### config.mk
export PLATFORM = sky130hd
export DESIGN_NAME = sample_stream_serializer
export DESIGN_NICKNAME = d
export VERILOG_FILES = /design/src/rtl/sample_stream_serializer.sv
export SDC_FILE = /design/constraint.sdc
export NUM_CORES = 1
export LEC_CHECK = 0
export CORE_UTILIZATION = 45
export CTS_BUF_LIST = sky130_fd_sc_hd__clkbuf_16
export CTS_CLUSTER_SIZE = 24
export DETAILED_ROUTE_END_ITERATION = 7
export HOLD_SLACK_MARGIN = 0.05
export PLACE_DENSITY = 0.65
export SYNTH_ARGS = -nofsm -noshare
export SYNTH_HDL_FRONTEND = slang
export SYNTH_SLANG_ARGS = --single-unit
### constraint.sdc
create_clock -name clk -period 8.3 [get_ports clk]
set_clock_uncertainty 0.1 [all_clocks]
set_input_delay 0.83 -clock clk [delete_from_list [all_inputs] [get_ports clk]]
set_output_delay 0.83 -clock clk [all_outputs]
set_load 0.05 [all_outputs]
### src/rtl/sample_stream_serializer.sv
// sample_stream_serializer
// Buffers 64-bit words from the sampling writer stage in a register FIFO and
// streams each one to the 32-bit host interface as two valid/ready beats,
// low half first. Writes that arrive while the FIFO is full are dropped and
// recorded in a sticky overflow flag and a saturating 16-bit drop counter.
module sample_stream_serializer #(
    parameter int AW = 4
) (
    input  logic          clk,
    input  logic          reset,
    input  logic          write,
    input  logic [63:0]   data_in,
    input  logic          out_ready,
    output logic          out_valid,
    output logic [31:0]   out_data,
    output logic          out_last,
    output logic [AW:0]   level,
    output logic          overflow,
    output logic [15:0]   drop_count
);

    localparam int DEPTH = 1 << AW;
    localparam logic [AW:0] FULL_CNT = (AW+1)'(DEPTH);

    localparam logic [1:0] S_EMPTY = 2'd0;
    localparam logic [1:0] S_LOW   = 2'd1;
    localparam logic [1:0] S_HIGH  = 2'd2;

    // Saturating increment for the drop counter: sticks at all-ones.
    function automatic logic [15:0] sat_inc16(input logic [15:0] v);
        return (v == 16'hFFFF) ? v : v + 16'd1;
    endfunction

    logic [63:0]   mem [DEPTH];
    logic [AW-1:0] wr_ptr;
    logic [AW-1:0] rd_ptr;
    logic [AW:0]   count;
    logic [1:0]    state;
    logic [63:0]   hold;

    logic full;
    logic empty;
    logic push;
    logic pop;

    // Full/empty are judged on the registered count, so a write in the same
    // cycle as a pop from a full FIFO is still dropped.
    always_comb begin
        full  = (count == FULL_CNT);
        empty = (count == '0);
        push  = write && !full;
        pop   = !empty && ((state == S_EMPTY) || ((state == S_HIGH) && out_ready));
    end

    // FIFO storage: data only, never reset.
    always_ff @(posedge clk) begin
        if (push) begin
            mem[wr_ptr] <= data_in;
        end
    end

    // Holding register for the word currently being serialized.
    always_ff @(posedge clk) begin
        if (pop) begin
            hold <= mem[rd_ptr];
        end
    end

    // Pointers, occupancy, serializer state and drop bookkeeping.
    always_ff @(posedge clk) begin
        if (reset) begin
            wr_ptr     <= '0;
            rd_ptr     <= '0;
            count      <= '0;
            state      <= S_EMPTY;
            overflow   <= 1'b0;
            drop_count <= '0;
        end else begin
            if (push) begin
                wr_ptr <= wr_ptr + 1'b1;
            end
            if (pop) begin
                rd_ptr <= rd_ptr + 1'b1;
            end
            case ({push, pop})
                2'b10:   count <= count + (AW+1)'(1);
                2'b01:   count <= count - (AW+1)'(1);
                default: count <= count;
            endcase
            if (write && full) begin
                overflow   <= 1'b1;
                drop_count <= sat_inc16(drop_count);
            end
            case (state)
                S_EMPTY: if (pop) state <= S_LOW;
                S_LOW:   if (out_ready) state <= S_HIGH;
                S_HIGH:  if (out_ready) state <= pop ? S_LOW : S_EMPTY;
                default: state <= S_EMPTY;
            endcase
        end
    end

    // Beat outputs decode directly from the registered state and hold word,
    // so they stay stable for as long as the host stalls.
    always_comb begin
        out_valid = (state != S_EMPTY);
        out_last  = (state == S_HIGH);
        level     = count;
        case (state)
            S_LOW:   out_data = hold[31:0];
            S_HIGH:  out_data = hold[63:32];
            default: out_data = '0;
        endcase
    end

endmodule

==> results of run 1 <==
-- power by group through the flow --
stage                     clock, mW  combinational [mW]  sequential (mW)
after floorplan                   0                1.90             6.88
after global placement            0                2.63             7.11
after detailed placement          0                2.67             7.13
after CTS                      4.95                2.68             7.01
after global routing           5.17                2.83             7.03
final                          4.89                2.65             7.01
-- cells by family after synthesis --
kind of cell,count (synthesis),synth area share
flip-flops,1120,0.7713
AND/OR/NAND/NOR,203,0.02370
XOR/XNOR,10,0.002028
buffers and inverters,142,0.01315
multiplexers,393,0.1283
AO/OA/AOI/OAI,334,0.05713
adder cells (fa/ha/maj),15,0.004346
-- sequential cells by signal, summed over array words and instances (netlist names) --
register / count
wr_ptr: 4
mem: 1024
drop_count: 16
overflow: 1
rd_ptr: 4
state: 2
level: 5
hold: 64
-- layout by cell type, fill, tap and decap left out, drive strengths merged, types with 8 or more instances in the layout --
master | synthesis | layout
a21oi | 14 | 14
ha | 15 | 15
nand4 | 8 | 8
edfxtp | 1088 | 1088
a22oi | 96 | 96
a221oi | 128 | 128
clkinv | 0 | 53
clkbuf | 87 | 112
dfxtp | 32 | 32
o21ai | 70 | 70
mux4 | 128 | 128
nand2 | 76 | 76
nor2 | 33 | 33
clkdlybuf4s50 | 0 | 123
inv | 12 | 37
mux2i | 260 | 260
xor2 | 8 | 8
nor3 | 8 | 8
bufinv | 0 | 10
buf | 43 | 41
nor2b | 37 | 37
-- final timing paths --
check | start | to | slack, ns | depth (start not counted)
worst max register to register | rd_ptr[1] | hold[35] | 4.21 | 6
worst max-delay path | state[0] | out_data[31] | 4.02 | 6
worst min register to register | overflow | overflow | 0.35 | 2
worst min-delay path | overflow | overflow | 0.35 | 2
-- critical path, delay by kind of cell (launching register included) --
kind / cells / cell delay [ns]
simple gates: 1 / 0.48
fa+ha+maj: 1 / 0.18
flops: 1 / 0.35
buf+inv: 3 / 1.43
compound gates: 1 / 0.18
-- metrics by stage --
step | util | total power, mW | hold WS (ns)
floorplan | - | 8.780 | 0.3818
global placement | 0.4838 | 9.749 | 0.3360
detailed placement | 0.4838 | 9.799 | 0.3409
CTS | 0.5215 | 14.64 | 0.3492
global route | 0.5215 | 15.03 | 0.3784
finish | 0.5215 | 14.55 | 0.3460
-- routing by layer --
metal / part of all wire / wire, microns
met1: 0.41 / 42680
met2: 0.48 / 49830
met3: 0.081 / 8355
met4: 0.020 / 2045
met5: 0.00059 / 61
-- cell type report --
class | count | share of cell area
Tap cell | 1265 | 0.03195
Timing Repair Buffer | 164 | 0.03207
Clock buffer | 112 | 0.05657
Sequential cell | 1120 | 0.6726
Clock inverter | 94 | 0.01561
Multi-Input combinational cell | 955 | 0.1903
Inverter | 12 | 0.0009344
==> impl_metrics.toml, run 1 <==
[status]
outcome = "finished, final reports clean"

[grt]
gr-usage-met1 = 0.2963
grt_usage = 0.2117
antenna_found_initial = 8
gr-total-overflow = 0
busiest_layer = "met2"
use_met2 = 0.3394
grt_max_degree = 124
grt_pass1_wl_mm = 151.2
use_met3 = 0.04579
grt_pass1_vias = 22489

[timing]
hold_viol = 0
max_slew_margin = 0.2113
tightest_slew_ns = 1.183
finalSetupTns_ns = 0
slew_viol_final = 0
fin_crit_sh = 0.5158
fmax_mhz = 233.6
min_period_ns = 4.281
finalSetupViolations = 0
rsz0062_at_grt = "no"
fin_ws_ns = 4.019

[yosys]
yosysTopAreaCell = "edfxtp_1"
ys_types = 53
synth_edf_count = 1088
yosys.area.top_type_share = 0.7565
syn-instance-count = 2217
synthFlopType = "edfxtp_1"
syn-num-nets = 2300
synthTopCellsByArea = "edfxtp_1 (76%), mux4_2 (6.7%), mux2i_1 (6.0%), a221oi_1 (2.6%), a22oi_1 (1.7%)"
yosysMostFrequentCell = "edfxtp_1"
yosysSeqAreaShare = 0.7713
synthArstFlopShare = 0
ys_top_cells_by_count = "edfxtp_1 (1088), mux2i_1 (260), a221oi_1 (128), mux4_2 (128), a22oi_1 (96)"
syn-cell-area_sq_um = 43190
syn_avg_cell_area_sq_um = 19.48
yosys_register_bits = 1120
ys_warn_count = 0

[placed_design]
place_congestion = 0.8121
dp_cells = 3516
port_buffers = 123
dp_slack_ns = 3.744
hpwl_mm = 56.91
dpl_cell_area_sq_um = 45970

[pwr]
power.density_nw_per_um2 = 293.6
seq_power_share = 0.482
power_frac_clock = 0.336
internal_power_mw = 10.55
p_leak_nw = 15.51
vdd_drop_max_mv = 0.2448
p_comb_frac = 0.182
swShare = 0.2750
p_switching_mw = 4.001

[routing]
vias_per_cell = 5.987
wire_per_inst_microns = 27.66
dr.pass1.iters = 5
drcViolationCount = 0
ant_nets = 0
drtIter0Drc = 2532
num_vias = 22284
wirelength_mm = 103.0

[floorplan]
io_pins = 124
rows = 113
fp.dieH_microns = 311.8
core_sq_um = 95010
fp.dieW_microns = 311.8
floorplan.initialDensity = 0.4546
die_area_sq_um = 97220

[critical_path]
crit_required_ns = 7.37
critPathMaxFanout = 34
cp.arrival_ns = 3.35
crit_path_start_kind = "flip-flop"
path_cells = "inv_1 -> ha_1 -> buf_4 -> a22oi_1 -> nor2b_1 -> clkdlybuf4s50_1"
worstSetupPathType = "flip-flop to output port"
max_stage_delay_ns = 0.92
crit_slowest_cell = "clkdlybuf4s50_1"
setup.worst_path.end_class = "output port"

[finish]
layout.area.seq_sq_um = 33320
multi_input_area_sq_um = 9428
area_growth_pct = 14.72
fin_area_sq_um = 49550
nFillCells = 7427
layout-drive-gt1-share = 0.1457
fin_nets = 2447
fin_cells = 3722
antennaDiodeCount = 0

[clock_tree]
numCtsBuffers = 111
cts.repair.resized = 0
cts_buffer_depth = 3
clockRootBuffer = "clkbuf_16"
worstSkewPairLatency_ns = 0.70
clkSinkCount = 1120
clk_pin_slew_ns = 0.06
cts_tree = "done"
htree_levels = 3
cts.hold.buffers_added = 0
postCtsSetupBuffers = 0

[hold_path]
hp-class = "flip-flop to flip-flop"

[flow_run]
maxCapViolCount = 0
No activity file was read; power rests on OpenSTA's default activity.
==> run 2, diff against run 1 <==
==> constraint.sdc (replaced) <==
create_clock -name clk -period 3.95 [get_ports clk]
set_clock_uncertainty 0.1 [all_clocks]
set_input_delay 0.395 -clock clk [delete_from_list [all_inputs] [get_ports clk]]
set_output_delay 0.395 -clock clk [all_outputs]
set_load 0.05 [all_outputs]
==> impl_metrics.toml, run 2 (same netlist as run 1, synthesis figures left out) <==
[critical_path]
critPathMaxFanout = 18
reg2regPathDepth = 10
crit_required_ns = 3.45
setup.worst_path.end_class = "output port"
reg2reg_to = "level[4]"
worstSetupPathType = "flip-flop to output port"
crit_start = "state[1]"
regToRegSetupSlack_ns = 0.79
setup.worst_path.end = "out_data[6]"
cp.arrival_ns = 3.20
path_cells = "inv_1 -> ha_1 -> a22oi_1 -> nor2b_1 -> clkdlybuf4s50_1"
max_stage_delay_ns = 0.82
crit_slowest_cell = "clkdlybuf4s50_1"
crit_path_start_kind = "flip-flop"
r2r-start = "level[1]"

[finish]
final_cell_mix = "edfxtp_1 (1088), mux2i_1 (260), a221oi_1 (128), mux4_2 (128), clkbuf_16 (111)"
multi_input_area_sq_um = 9488
largest-register = "mem"
layout.area.seq_sq_um = 33330
postLayoutCoreUtil = 0.5283
fin_area_sq_um = 50190
fin_nets = 2481
fin_cells = 3760
final_common_cell = "edfxtp_1"
area_growth_pct = 16.22
layout-drive-gt1-share = 0.1689
largest_register_ffs = 1024
nFillCells = 7340
top_regs = "mem x1024, hold x64, drop_count x16"

[grt]
gr-total-overflow = 0
grt_max_degree = 101
grt_usage = 0.2165
antenna_found_initial = 15
grt_pass1_vias = 22627
grt_pass1_wl_mm = 153.4

[placed_design]
dp_slack_ns = 0.5564
port_buffers = 123
place_congestion = 0.8322
dp_cells = 3551
dpl_cell_area_sq_um = 46680
hpwl_mm = 59.01

[status]
outcome = "finished, final reports clean"

[routing]
vias_per_cell = 5.966
drcViolationCount = 0
wirelength_mm = 105.5
ant_nets = 0
dr.pass1.iters = 7
drtIter0Drc = 2270
num_vias = 22434
wire_per_inst_microns = 28.06

[timing]
slew_viol_final = 0
fin_ws_ns = 0.2518
fin_crit_sh = 0.9363
max_slew_margin = 0.3068
whs_ns = 0.4116
hold_viol = 0
tightest_slew_ns = 1.037
rsz0062_at_grt = "no"
finalSetupTns_ns = 0
finalSetupViolations = 0
min_period_ns = 3.698
fmax_mhz = 270.4

[clock_tree]
worstSkewPairLatency_ns = 0.68
numCtsBuffers = 110
cts.hold.buffers_added = 0
clk_pin_slew_ns = 0.06
clkSinkCount = 1120
htree_levels = 3
cts_tree = "done"
clockRootBuffer = "clkbuf_16"
cts.repair.resized = 0
cts_buffer_depth = 3
postCtsSetupBuffers = 0

[floorplan]
die_area_sq_um = 97220
fp.dieW_microns = 311.8
io_pins = 124
rows = 113
fp.dieH_microns = 311.8
floorplan.initialDensity = 0.4546
core_sq_um = 95010

[hold_path]
hp-class = "flip-flop to flip-flop"
hold_depth = 2

[pwr]
power.density_nw_per_um2 = 607.3
p_leak_nw = 15.81
total_power_mw = 30.48
vdd_drop_max_mv = 0.4911

[flow_run]
maxCapViolCount = 0
run 2: cell count changes in the layout (fill, tap and decap cells not counted), moves of 6 or more:
cell | previous run | this run
inv_1 | 31 | 37
clkinv_2 | 18 | 26
clkinv_1 | 32 | 21
buf_4 | 37 | 56
clkdlybuf4s50_1 | 123 | 106
buf_12 | 4 | 37
run 2: where the power goes:
| part | internal [mW] | total [mW] | switching (mW) |
|---|---|---|---|
| Sequential | 14.0 | 14.6 | 0.643 |
| Combinational | 2.47 | 5.74 | 3.28 |
| Clock | 5.70 | 10.1 | 4.39 |
| Total | 22.2 | 30.5 | 8.31 |
run 2: how the worst min path moves through the flow:
stage / to / slack, ns / start
5_1_grt: overflow / 0.41 / overflow
3_5_place_dp: overflow / 0.37 / overflow
4_1_cts: state[0] / 0.41 / out_ready
6_report: overflow / 0.41 / overflow
2_1_floorplan: state[0] / 0.38 / state[0]
3_3_place_gp: overflow / 0.37 / overflow
run 2: final cells by class:
type | count | share of cell area
inverters | 12 | 0.0009971
diodes | 3 | 0.0001496
flip-flops and latches | 1120 | 0.6641
clock buffers | 111 | 0.05534
multi-input cells | 955 | 0.1890
well taps | 1265 | 0.03153
clock inverters | 95 | 0.01461
repair buffers | 199 | 0.04427
run 2: routing by layer:
metal | vias to the layer above | track usage | share of wire
met5 | - | 0 | 0.0012
met1 | 11713 | 0.3011 | 0.41
met4 | 20 | 0.05648 | 0.023
li1 | 9592 | - | -
met2 | 928 | 0.3453 | 0.48
met3 | 181 | 0.04945 | 0.084
run 2: worst max-delay path: cells and delay by family (launching register included):
family | cells | cell delay, ns
AO/OA/AOI/OAI | 1 | 0.32
buffers and inverters | 2 | 0.94
AND/OR/NAND/NOR | 1 | 0.18
adder cells (fa/ha/maj) | 1 | 0.72
flip-flops | 1 | 0.35
==> variant 1: new RTL, flow settings as in run 2 <==
Make the reset (`reset`) asynchronous in one clocked block.
--- a/src/rtl/sample_stream_serializer.sv
+++ b/src/rtl/sample_stream_serializer.sv
@@ -69,3 +69,3 @@
     // Pointers, occupancy, serializer state and drop bookkeeping.
-    always_ff @(posedge clk) begin
+    always_ff @(posedge clk or posedge reset) begin
         if (reset) begin
Behaviour: differs if reset is asserted again (counterexample within 4 cycles, from zero or initial values and one cycle with reset high); with reset held inactive, the same outputs for 4 cycles.
==> variant 1 against run 2 <==
- setup slack got worse by 0.022 ns
- via count shrank 3.4%
- count of clock-buffer cells in the layout shrank 1
- final area down 0.54%
- area after synthesis about the same
- sequential cell count did not move
- routed wire length shrank 4.4%
- critical path type unchanged
- largest cell class unchanged
Power is not compared: it rests on default switching activity, and its combinational part moved more than twofold at a synthesized area within 25%.
==> variant 1: results (changes against run 2) <==
[worst_setup_path]
worst-r2r-setup-slack_ns=0.94  ; +0.15 ns
worstSetupEndpoint=out_data[4]
worst_r2r_startpoint=state[0]
ff_to_ff_end=level[4]
worst-path-max-fanout=22  ; +4
timing.critical_path.from=state[1]
reg2regPathDepth=11  ; +1

[worst_hold_path]
hold_path_startpoint=overflow
worstHoldPathCells=1  ; -1
hold_end=overflow

[sta]
worst_hold_margin_ns=0.3961  ; -0.01545 ns
layout_worst_path_cycle_share_pct=94.17  ; +0.55 points

[layout]
drive_gt1_share_pct=15.88  ; -1.0 points
finalCoreUtilization_pct=52.54  ; -0.29 points
n_antenna_cell=2  ; -1
multiInputCombCellCount=914  ; -4.3%
count_of_flip_flops_and_latches=1120  ; unchanged
layout.nets=2421  ; -2.4%
multi_input_area_share_pct=18.66  ; -0.24 points
layout.clock.cell_area_share_pct=6.975  ; -0.020 points
inverters=9  ; -3
finish.cell_count_without_fillers=3697  ; -1.7%

[detailed_routing]
drt_pass1_iterations=5  ; -2
post_drt_via_cell_ratio=5.862  ; -1.8%

[synthesis]
synth_mux_area_share_pct=12.83  ; about the same
synthTopCellsByCount=1088 x sky130_fd_sc_hd__edfxtp_1, 257 x sky130_fd_sc_hd__mux2i_1, 128 x sky130_fd_sc_hd__a221oi_1, 128 x sky130_fd_sc_hd__mux4_2, 97 x sky130_fd_sc_hd__a22oi_1
synth_compound_gate_area_share_pct=5.252  ; -0.46 points
yosys.area_share.adder_pct=0.4343  ; about the same
ys_top_cells_by_area=sky130_fd_sc_hd__edfxtp_1 76%, sky130_fd_sc_hd__mux4_2 6.7%, sky130_fd_sc_hd__mux2i_1 6.0%
syn-instance-count=2165  ; -2.3%
portion_of_the_post_synthesis_area_used_by_sequential_elements_pct=77.46  ; +0.33 points
ys_types=43  ; -19%

[grt]
grt_first_pass_wirelength_um=146900  ; -4.2%
grt_usage_pct=20.68  ; -0.97 points
antenna_violations_before_repair=16  ; +1
via_count_of_the_first_global_routing_pass=21948  ; -3.0%

[outcome]
run_status=complete, no violations

[placed_design]
pre_cts_ws_ns=0.9206  ; +0.3643 ns
placed_cells=3490  ; -1.7%
placedInstanceArea_um2=46430  ; -0.54%
detailedPlacementHpwl_um=54290  ; -8.0%

==> variant 1: cell count changes after synthesis, moves of 15 or more <==
| cell | before | now |
|---|---|---|
| sky130_fd_sc_hd__buf_4 | 0 | 19 |
| sky130_fd_sc_hd__nor2_1 | 33 | 17 |
| sky130_fd_sc_hd__clkbuf_1 | 87 | 72 |
| sky130_fd_sc_hd__buf_1 | 25 | 6 |
| sky130_fd_sc_hd__dfrtp_1 | 0 | 32 |
| sky130_fd_sc_hd__dfxtp_1 | 32 | 0 |
==> variant 1: per-layer routing <==
metal  routed length [µm]  share of wire (%)  track usage, %  vias to the layer above
met2                47880                 47           32.73                      831
met5                  149               0.15               0                        -
met4                 1632                1.6           5.180                       22
met3                 8569                8.5           4.718                      142
met1                42630                 42           29.13                    11324
li1                     -                  -               -                     9353
==> variant 1: what timing repair did <==
item,in CTS,in global routing
hold endpoints to repair,32,0
gates resized for setup,0,0
hold buffers,1,0
==> variant 2: new RTL, config.mk and constraints of run 2 <==
Made on the original files. `AW`: 4 -> 3.
--- a/src/rtl/sample_stream_serializer.sv
+++ b/src/rtl/sample_stream_serializer.sv
@@ -6,3 +6,3 @@
 module sample_stream_serializer #(
-    parameter int AW = 4
+    parameter int AW = 3
 ) (
Interface: changed (resized level); port bits go from 124 to 123. The function was not compared with the original's and may differ.
==> variant 2 against run 2 <==
- setup slack gained 0.15 ns
- total power decreased by 42%
- worst hold slack got worse by 0.035 ns
- routed wire length fell by 55%
- core utilization rose by 1.7 points
- sequential cell count is 515 lower
- clock power is 46% lower
- final area shrank 45%
- area after synthesis decreased by 46%
- die area decreased by 46%
- via count decreased by 52%
==> variant 2: results (changes against run 2) <==
[grt]
antenna_violations_before_repair=2  ; -13
grt_first_pass_wirelength_um=72030  ; -53%
grt_usage_pct=18.57  ; -3.1 points
grt_max_degree=65  ; -36%
via_count_of_the_first_global_routing_pass=11252  ; -50%

[power_and_ir_drop]
max-vdd-ir-drop_uv=357.9  ; -27%
leakage_nw=8.455  ; -47%

[detailed_routing]
dr_wl_cell_um=24.36  ; -13%
post_drt_via_cell_ratio=5.559  ; -6.8%
wl_met3_um=2319  ; -74%
initialDrtViolationCount=850  ; -63%
met2_wirelength_um=23670  ; -53%
m1WireLength_um=20610  ; -52%
routed_wirelength_um=47580  ; -55%
drt_pass1_iterations=4  ; -3

[placed_design]
detailedPlacementHpwl_um=27880  ; -53%
globalplace.congestion=0.7901  ; -5.1%
placedInstanceArea_um2=25620  ; -45%
number_of_port_buffers=122  ; -0.81%
pre_cts_ws_ns=0.9762  ; +0.4199 ns

[layout]
drive_gt1_share_pct=25.84  ; +8.9 points
n_antenna_cell=0  ; -3
layout_top_registers=mem: 512 flops, hold: 64 flops, drop_count: 16 flops
layout.nets=1314  ; -47%

[worst_setup_path]
critPathArrivalTime_ns=3.05  ; -0.15 ns
worst-path-max-fanout=16  ; -2

[sta]
worst_hold_margin_ns=0.3769  ; -0.03470 ns
worst_slew_margin_rel_pct=23.40  ; -7.3 points
final.setup.worst_slack_ns=0.4020  ; +0.1502 ns

[synthesis]
ys_types=45  ; -15%
synth_edf_count=576  ; -47%
postSynthNetCount=1148  ; -50%
portion_of_the_post_synthesis_area_used_by_sequential_elements_pct=77.13  ; about the same
synth_area_per_cell_um2=21.68  ; +11%
synthTopCellsByCount=576 x sky130_fd_sc_hd__edfxtp_1, 128 x sky130_fd_sc_hd__mux4_2, 65 x sky130_fd_sc_hd__mux2_2
ys_top_cells_by_area=sky130_fd_sc_hd__edfxtp_1 75%, sky130_fd_sc_hd__mux4_2 12%, sky130_fd_sc_hd__mux2_2 3.2%

[outcome]
run_status=complete, no violations

[cts]
clk_latency_ns=0.62  ; -0.06 ns
htree_num_levels=2  ; -1
tritoncts.num_buffers=59  ; -46%

[variant 2: cell count changes in the layout (fill, tap and decap cells not counted), sizes merged, moves of 64 or more]
cell	delta
edfxtp	-512
mux2i	-257
a221oi	-128
nand2	-66
a22oi	-64
o21ai	-64
[variant 2: final timing paths]
| path | startpoint | end |
|---|---|---|
| setup / recovery | state[0] | out_data[19] |
| hold / removal | overflow | overflow |
| setup reg to reg | state[0] | level[2] |
| hold reg to reg | overflow | overflow |
[variant 2: kinds of logic after synthesis]
| group | count (synthesis) | share of synthesized area, % |
|---|---|---|
| flops | 605 | 77.13 |
| mux | 197 | 15.77 |
| simple gates | 115 | 3.012 |
| compound gates | 75 | 2.149 |
| buf+inv | 60 | 1.117 |
| fa+ha+maj | 11 | 0.5938 |
| xor+xnor | 6 | 0.2267 |
[variant 2: area by class of cell]
class	instances	area, µm²
fill	3864	22960
sequential	605	17890
multi-input combinational	404	5120
timing repair buffer	158	1742
clock buffer	59	1476
tap	672	840.8
clock inverter	48	420.4
inverter	7	26.28
[variant 2: power by group]
part	leakage (nW)	internal, mW	switching, mW	total (mW)
combinational	1.99	1.71	1.97	3.68
sequential	5.50	7.95	0.430	8.38
clock	0.962	3.17	2.32	5.49
total	8.46	12.8	4.72	17.5
[variant 2: per-layer routing]
layer / track usage, % / vias to the layer above
met5: 0 / -
met4: 5.625 / 4
met3: 3.181 / 70
met2: 30.11 / 265
met1: 25.87 / 5714
li1: - / 4803
[variant 2: worst max-delay path: stages (launching register included)]
cell and delay, ns:
sky130_fd_sc_hd__dfxtp_1 0.40, sky130_fd_sc_hd__inv_1 0.09, sky130_fd_sc_hd__ha_1 0.63, sky130_fd_sc_hd__nor2b_1 0.43
sky130_fd_sc_hd__clkdlybuf4s50_1 0.88
